$ cat src/rtl/seqdet_pkg.sv
// Shared types, sizing and pattern-step helpers for the time-multiplexed sequence detector.
// Pure declarations and combinational functions; no state.
// No flow control here; callers own the handshake.
package seqdet_pkg;

  localparam int N_CH    = 4;
  localparam int PAT_LEN = 4;
  localparam int CH_W    = $clog2(N_CH);
  localparam int PROG_W  = $clog2(PAT_LEN);

  typedef logic [CH_W-1:0]    ch_idx_t;
  typedef logic [PROG_W-1:0]  prog_t;
  typedef logic [PAT_LEN-1:0] pat_t;

  // First bit received is the MSB of the pattern.
  localparam pat_t DEF_PAT = pat_t'(4'b1010);

  // Pattern bit in arrival order: idx 0 is the first bit of the sequence.
  function automatic logic pat_bit(pat_t pat, int idx);
    pat_t sh;
    sh = pat >> (PAT_LEN - 1 - idx);
    return sh[0];
  endfunction

  // Mismatch fallback: the received string is the matched prefix pat[0..prog-1]
  // followed by b. Return the longest k <= prog whose last-k suffix equals the
  // first k pattern bits.
  function automatic prog_t next_prog(pat_t pat, prog_t prog, logic b);
    prog_t best;
    logic  ok;
    logic  sb;
    int    p;
    int    si;
    best = '0;
    p    = int'(prog);
    for (int k = 1; k < PAT_LEN; k++) begin
      if (k <= p) begin
        ok = 1'b1;
        for (int j = 0; j < PAT_LEN - 1; j++) begin
          if (j < k) begin
            si = p + 1 - k + j;
            sb = (si < p) ? pat_bit(pat, si) : b;
            if (sb != pat_bit(pat, j)) ok = 1'b0;
          end
        end
        if (ok) best = prog_t'(k);
      end
    end
    return best;
  endfunction

endpackage

$ cat src/rtl/seqdet_rr_arb.sv
// Round-robin arbiter: one-hot registered grant, rotating pointer, no back-to-back grant to one channel.
// Latency: request to grant >= 1 cycle, at most N cycles under full load.
// hold suppresses new grants and freezes the pointer; requesters simply wait.
module seqdet_rr_arb
  import seqdet_pkg::*;
#(
  parameter int N = N_CH
) (
  input  logic         clk,
  input  logic         rst,
  input  logic [N-1:0] req,
  input  logic         hold,
  output logic [N-1:0] gnt
);

  localparam int W = $clog2(N);
  typedef logic [W-1:0] ptr_t;

  localparam logic [N-1:0] ONE_HOT0 = {{(N-1){1'b0}}, 1'b1};

  logic [N-1:0] gnt_q, gnt_d;
  ptr_t         ptr_q, ptr_d;
  logic [N-1:0] elig;
  logic [N-1:0] sh;
  logic         found;
  int           idx;

  // Pick the first eligible requester at or after the pointer, wrapping.
  always_comb begin
    gnt_d = '0;
    ptr_d = ptr_q;
    found = 1'b0;
    idx   = 0;
    sh    = '0;
    // The channel holding the grant this cycle sits out the next one.
    elig  = req & ~gnt_q;
    if (!hold) begin
      for (int i = 0; i < N; i++) begin
        idx = (int'(ptr_q) + i) % N;
        sh  = elig >> idx;
        if (!found && sh[0]) begin
          found = 1'b1;
          gnt_d = ONE_HOT0 << idx;
          ptr_d = ptr_t'((idx + 1) % N);
        end
      end
    end
  end

  // Grant and pointer registers.
  always_ff @(posedge clk) begin
    if (!rst) begin
      gnt_q <= '0;
      ptr_q <= '0;
    end else begin
      gnt_q <= gnt_d;
      ptr_q <= ptr_d;
    end
  end

  assign gnt = gnt_q;

endmodule

$ cat src/rtl/seqdet_rr_sched.sv
// Shared Mealy pattern detector time-multiplexed over N_CH serial requesters (optional counters: SEQDET_CNT_EN).
// Latency: grant to det_valid 1 cycle; counter read 1 cycle.
// Requesters hold their bit until granted; the bit is consumed in the grant cycle.
module seqdet_rr_sched
  import seqdet_pkg::*;
(
  input  logic               clk,
  input  logic               rst,
  input  logic [N_CH-1:0]    req,
  input  logic [N_CH-1:0]    data,
  output logic [N_CH-1:0]    gnt,
  input  logic               cfg_load,
  input  logic [PAT_LEN-1:0] cfg_pat,
  output logic               det_valid,
  output logic [CH_W-1:0]    det_ch,
  output logic               busy
`ifdef SEQDET_CNT_EN
  ,
  input  logic [CH_W-1:0]    cnt_sel,
  output logic [7:0]         cnt_rdata
`endif
);

  prog_t   prog_q [N_CH];
  prog_t   prog_d [N_CH];
  pat_t    pat_q, pat_d;
  logic    det_valid_q, det_valid_d;
  ch_idx_t det_ch_q, det_ch_d;
  logic    busy_q, busy_d;

  // cfg_load also freezes arbitration so the pointer is left untouched.
  seqdet_rr_arb #(.N(N_CH)) u_arb (
    .clk  (clk),
    .rst  (rst),
    .req  (req),
    .hold (cfg_load),
    .gnt  (gnt)
  );

  // Advance the granted channel's match progress and flag a full match.
  always_comb begin
    pat_d       = pat_q;
    det_valid_d = 1'b0;
    det_ch_d    = det_ch_q;
    busy_d      = 1'b0;
    for (int c = 0; c < N_CH; c++) prog_d[c] = prog_q[c];

    if (cfg_load) begin
      // New pattern invalidates all partial matches; any step this cycle is dropped.
      pat_d = cfg_pat;
      for (int c = 0; c < N_CH; c++) prog_d[c] = '0;
    end else begin
      for (int c = 0; c < N_CH; c++) begin
        if (gnt[c]) begin
          if (data[c] == pat_bit(pat_q, int'(prog_q[c]))) begin
            if (prog_q[c] == prog_t'(PAT_LEN - 1)) begin
              // Non-overlapping: a completed match restarts from scratch.
              prog_d[c]   = '0;
              det_valid_d = 1'b1;
              det_ch_d    = ch_idx_t'(c);
            end else begin
              prog_d[c] = prog_q[c] + 1'b1;
            end
          end else begin
            prog_d[c] = next_prog(pat_q, prog_q[c], data[c]);
          end
        end
      end
    end

    for (int c = 0; c < N_CH; c++) busy_d = busy_d | (prog_d[c] != '0);
  end

  // Detector state and output registers.
  always_ff @(posedge clk) begin
    if (!rst) begin
      for (int c = 0; c < N_CH; c++) prog_q[c] <= '0;
      pat_q       <= DEF_PAT;
      det_valid_q <= 1'b0;
      det_ch_q    <= '0;
      busy_q      <= 1'b0;
    end else begin
      for (int c = 0; c < N_CH; c++) prog_q[c] <= prog_d[c];
      pat_q       <= pat_d;
      det_valid_q <= det_valid_d;
      det_ch_q    <= det_ch_d;
      busy_q      <= busy_d;
    end
  end

  assign det_valid = det_valid_q;
  assign det_ch    = det_ch_q;
  assign busy      = busy_q;

`ifdef SEQDET_CNT_EN
  logic [7:0] cnt_q [N_CH];
  logic [7:0] cnt_d [N_CH];
  logic [7:0] cnt_rdata_q;

  // Saturating per-channel detection counters, cleared with the pattern.
  always_comb begin
    for (int c = 0; c < N_CH; c++) begin
      cnt_d[c] = cnt_q[c];
      if (cfg_load) begin
        cnt_d[c] = '0;
      end else if (det_valid_d && (det_ch_d == ch_idx_t'(c)) && (cnt_q[c] != 8'hFF)) begin
        cnt_d[c] = cnt_q[c] + 8'd1;
      end
    end
  end

  // Counter state and registered read port.
  always_ff @(posedge clk) begin
    if (!rst) begin
      for (int c = 0; c < N_CH; c++) cnt_q[c] <= '0;
      cnt_rdata_q <= '0;
    end else begin
      for (int c = 0; c < N_CH; c++) cnt_q[c] <= cnt_d[c];
      cnt_rdata_q <= cnt_q[cnt_sel];
    end
  end

  assign cnt_rdata = cnt_rdata_q;
`endif

endmodule

$ cat config.mk
export PLATFORM = sky130hd
export DESIGN_NAME = seqdet_rr_sched
export DESIGN_NICKNAME = d
export VERILOG_FILES = /design/src/rtl/seqdet_pkg.sv /design/src/rtl/seqdet_rr_arb.sv /design/src/rtl/seqdet_rr_sched.sv
export SDC_FILE = /design/constraint.sdc
export NUM_CORES = 1
export LEC_CHECK = 0
export ABC_AREA = 1
export CAP_MARGIN = 20
export CORE_UTILIZATION = 35
export CTS_CLUSTER_DIAMETER = 30
export DETAILED_ROUTE_END_ITERATION = 10
export SLEW_MARGIN = 20
export SYNTH_ARGS = -nofsm -noshare
export SYNTH_HDL_FRONTEND = slang
export SYNTH_SLANG_ARGS = --single-unit
$ cat constraint.sdc
create_clock -name clk -period 3.2 [get_ports clk]
set_clock_uncertainty 0.05 [all_clocks]
set_input_delay 0.8 -clock clk [delete_from_list [all_inputs] [get_ports clk]]
set_output_delay 0.8 -clock clk [all_outputs]
set_load 0.03 [all_outputs]
* Word-level counts from Yosys, hierarchy flattened
Memory sizes are Yosys's and may differ from the RTL's. Index checks and enable logic that the tools add are counted.
Operators by class: add/subtract/negate cells 66, magnitude comparators 36, eq/ne operators 32, shift-type cells 36, mux-type cells 177, bitwise gates (word level) 14, reductions and logical operators 16
Operators with widths (count):
- $shr A4 B32 Y1 | 31
- $lt A32 B3 Y1 | 16
- $sub A3 B32 Y32 const A | 16
- $add A32 B2 Y32 const B | 4
- $sub A32 B2 Y32 const B | 4
- $sub A32 B3 Y32 const B | 4
- $mux W1 | 124
- $mux W2 | 48
- $shl A1 B32 Y4 const A | 3
- $ne A1 B1 Y1 | 24
- $sub A3 B5 Y6 const A | 4
- $add A4 B2 Y5 const B | 4
- $add A4 B3 Y5 const B | 4
- $lt A5 B3 Y1 | 4
- $sub A3 B4 Y5 const A | 4
- $le A2 B2 Y1 const A | 8
- $lt A4 B3 Y1 | 4
- $mux W4 | 4
- $sub A3 B2 Y4 const B | 4
- $add A2 B1 Y3 const B | 4
- $sub A2 B2 Y3 const A | 4
- $add A2 B1 Y2 const B | 5
- $add A2 B2 Y2 const B | 5
- $eq A2 B2 Y1 const B | 4
- 16 further kinds | 41
Storage, ports and cells: flip-flop bits (word level) 14, RAM bits 8, input bits 15, output and inout port bits 8, memories 1
Memory list:
- prog_q | words 4, width 2, read ports 4, clocked after Yosys merged registers in 0, wr ports 4, RTL line seqdet_rr_sched.sv:24 | prog_t prog_q [N_CH];

* Logic depth before layout (Yosys ltp)
An unclocked memory read counts as a cell.
depth after elaboration 25, gate-level depth with buffers 25, mapped depth without buffers 24

* Cells and area by module
A second synthesis with hierarchy kept.
Second synthesis, totals: cells, all modules 733, area total of the unflattened synthesis 4305.4 sq um
Modules (own cells, without submodules):
- seqdet_rr_sched | instances 1, cells each 634, area each 3653.5 sq um, sequential area each 320.3 sq um
- seqdet_rr_arb | instances 1, cells each 99, area each 651.9 sq um, sequential area each 120.1 sq um

* Least setup slack after synthesis
Ideal clock, no wire load.
path kind reg2reg, start memory prog_q[2][1] (netlist name), end register busy_q, in the netlist busy, data arrival time 2.648 ns, path slack 0.374 ns, stages on the path, launching flop included 23, path buffers 0, cell sequence dfxtp_1 > inv_1 > ha_1 > inv_1 > nand2_1 > nand2_1 > fa_1 > nor3_1 > nand2_1 > nand2_1 > nand3_1 > nand2_1 > nand2_1 > nand2_1 > inv_1 > nand2_1 > nand3_1 > nand2_1 > nand2_1 > nand2_1 > nand3_1 > nor2_1 > nor2_1
RTL lines:
- from (decl) | RTL line seqdet_rr_sched.sv:24
- to (signal assigned) | RTL line seqdet_rr_sched.sv:87 | busy_q <= busy_d;
- to (decl) | RTL line seqdet_rr_sched.sv:29 | logic busy_q, busy_d;

==> flow_metrics.env <==
export IMPL_synth_simple_gate_area_share=0.4191
export IMPL_row_count=39
export IMPL_slew_headroom=0.5118
export IMPL_grt_pass1_wl_um=18710
export IMPL_nets=863
export IMPL_synth_fa_ha_area_frac=0.2475
export IMPL_antenna_left=0
export IMPL_cts_max_level=1
export IMPL_synth_enable_flop_cells=0
export IMPL_cts_sinks=22
export IMPL_cpPeakStageDelay_ns=0.46
export IMPL_io_pins=23
export IMPL_synth_top_area_cell="ha_1"
export IMPL_cts_tree="yes"
export IMPL_setup_violations=0
export IMPL_cts_buffer_depth=2
export IMPL_ys_async_sr_fraction=0
export IMPL_arrival_ns=2.98
export IMPL_synth_commonest_cells="nand2_1, inv_1, nand3_1"
export IMPL_diodes=0
export IMPL_whs_ns=0.4455
export IMPL_worstMarginPinSlew_ns=0.7300
export IMPL_yosysSeqAreaShare=0.1055
export IMPL_core_mm2=0.01152
export IMPL_fillers=1284
export IMPL_grt_antenna_before_repair=0
export IMPL_synthXorXnorAreaFrac=0.02696
export IMPL_dr_first_iter_drc_count=155
export IMPL_start_util=0.3627
export IMPL_hold_path_class="flip-flop to flip-flop"
export IMPL_rsz0062_at_grt="no"
export IMPL_synthDistinctLibCells=37
export IMPL_clkTransAtPathRegs_ns=0.06
export IMPL_cts_hold_buffers=0
export IMPL_required_ns=3.28
export IMPL_ir_drop_mv=0.3911
export IMPL_max_cap_violations=0
export IMPL_route_vias_total=4393
export IMPL_synth_compound_area_frac=0.08987
export IMPL_path_class="flip-flop to flip-flop"
export IMPL_routed_wl_um=10940
export IMPL_synth_top_flop_cell="dfxtp_1"
export IMPL_drc=0
export IMPL_synth_top_family_by_area="simple AND/OR/NAND/NOR gates"
export IMPL_cp_end_kind="flip-flop"
export IMPL_status="finished clean"
export IMPL_yosys_warnings=0
export IMPL_numCtsBuffers=3
export IMPL_grt_max_degree=23
export IMPL_post_cts_buffers=0
export IMPL_tns_ns=0
export IMPL_syn_to_final_growth_pct=17.17
export IMPL_critPathMostFrequentCell="nand2_1"
export IMPL_ys_ff_latch=22
export IMPL_avgSynthCellArea_um2=5.941
export IMPL_synth_top_cell_area_share=0.2187
export IMPL_wl_per_cell_um=12.01
export IMPL_dpl_cell_area_mm2=0.004732
export IMPL_root_buffer="clkbuf_16"
export IMPL_start_kind="flip-flop"
export IMPL_fmax_ghz=0.3443
export IMPL_vias_per_cell=4.822
export IMPL_fp_dieW_um=111.2
export IMPL_crit_chain="inv_1, ha_1, inv_2, nand2_1, nand2_1, fa_1, nor3_1, nand2_1, nand3_1, nand2_1, nand2_1, nand2_1, nand3_1, nand3_1, nand2_1, nand2_1, inv_1, nand3_1, nor2_1, nor2_1"
export IMPL_crit_slowest_cell="fa_1"
export IMPL_dieHeight_um=111.2
export IMPL_syn_inst=703
export IMPL_port_buffers=22
export IMPL_p_per_area_mw_per_mm2=436.1
export IMPL_clock_latency_ns=0.25
export IMPL_gp_congestion=0.8385
export IMPL_fin_util=0.4249
export IMPL_drtPass1Iterations=5
export IMPL_grt_overflow=0
export IMPL_crit_fanout=6
export IMPL_post_route_cell_area_mm2=0.004893
export IMPL_hold_viol=0
export IMPL_synth_area_top_cells="ha_1, nand2_1, dfxtp_1, nand3_1, inv_1"
export IMPL_yosysMostFrequentCell="nand2_1"
export IMPL_drv_slew=0
export IMPL_grt_pass1_vias=4066
export IMPL_total_power_mw=2.134
export IMPL_die_area_mm2=0.01237
export IMPL_synth_mux_area_frac=0.002397
export IMPL_period_needed_ns=2.904
export IMPL_drive_gt1_frac=0.07682
export IMPL_power_leakage_nw=2.648
export IMPL_min_period_over_period=0.9075
export IMPL_grt_total_usage=0.1777
export IMPL_hpwl_um=8684
export IMPL_syn_area_mm2=0.004177
==> final cells by class <==
cell class                 count  area (um2)  share of cell area
timing repair buffer          38       340.3             0.06955
clock buffer                   3       75.07             0.01534
inverter                      91       351.6             0.07185
sequential                    22       441.7             0.09026
clock inverter                 1       30.03            0.006137
tap                          143       178.9             0.03656
multi-input combinational    613        3476              0.7103
==> repair_timing <==
item	4_1_cts	5_1_grt
setup endpoints to repair	0	1
resized for setup	0	10
hold endpoints to repair	0	0
==> final timing paths <==
| path | start | slack, ns | endpoint | depth (start not counted) |
|---|---|---|---|---|
| setup reg to reg | prog_q[1][1]$_SDFF_PN0_ | 0.30 | busy$_SDFF_PN0_ | 20 |
| setup / recovery | prog_q[1][1]$_SDFF_PN0_ | 0.30 | busy$_SDFF_PN0_ | 20 |
| hold reg to reg | det_ch[1]$_SDFFE_PN0N_ | 0.45 | det_ch[1]$_SDFFE_PN0N_ | 2 |
| hold / removal | det_ch[1]$_SDFFE_PN0N_ | 0.45 | det_ch[1]$_SDFFE_PN0N_ | 2 |
==> through the flow <==
stage	instances	setup slack [ns]
after detailed placement	907	0.1747
after floorplan	738	0.3744
after global routing	911	0.009513
final	911	0.2959
after CTS	911	0.1594
after global placement	907	0.2563
==> layer usage <==
layer  routed length, um  global-route usage  vias to the layer above  share of wire
met5                   0                   0                        -              0
met4                  62             0.02072                        0         0.0057
met3                 345             0.01093                        6          0.032
met2                5054              0.3075                       80           0.46
met1                5474              0.2479                     1993           0.50
li1                    -                   -                     2314              -
==> cell usage in the layout (no fill, tap or decap), types with 5 or more instances in the layout <==
master             n
nand3_1           81
fa_1               6
o21ai_1            5
nor2_1            72
clkdlybuf4s50_1   22
conb_1            37
inv_1             82
dfxtp_1           21
a21oi_1           30
buf_4             16
inv_2              5
o21ai_0           22
nand2_2           10
nand2_1          230
ha_1              68
xor2_1             8
==> flip-flops by register name, summed over array words and instances, names as in the netlist <==
register     count
u_arb.gnt        4
pat_q            4
busy             1
det_valid        1
det_ch           2
prog_q           8
u_arb.ptr_q      2
==> report_power, final <==
group / total, mW / leakage [nW] / internal (mW) / switching [mW]
logic: 1.42 / 2.42 / 0.520 / 0.901
clock network: 0.349 / 0.0511 / 0.248 / 0.101
registers: 0.364 / 0.180 / 0.316 / 0.0481
==> cells by family after synthesis <==
family | after synthesis
flops | 22
fa+ha+maj | 79
compound gates | 70
xor+xnor | 12
mux | 1
buf+inv | 103
simple gates | 414
other cells | 2
==> worst max-delay path: cells and delay by family, from the launching register on <==
| family | cells | cell delay (ns) |
|---|---|---|
| flip-flops | 1 | 0.33 |
| adder cells (fa/ha/maj) | 2 | 0.89 |
| AND/OR/NAND/NOR | 15 | 1.27 |
| buffers and inverters | 3 | 0.24 |
No activity file was read; power rests on OpenSTA's default activity.
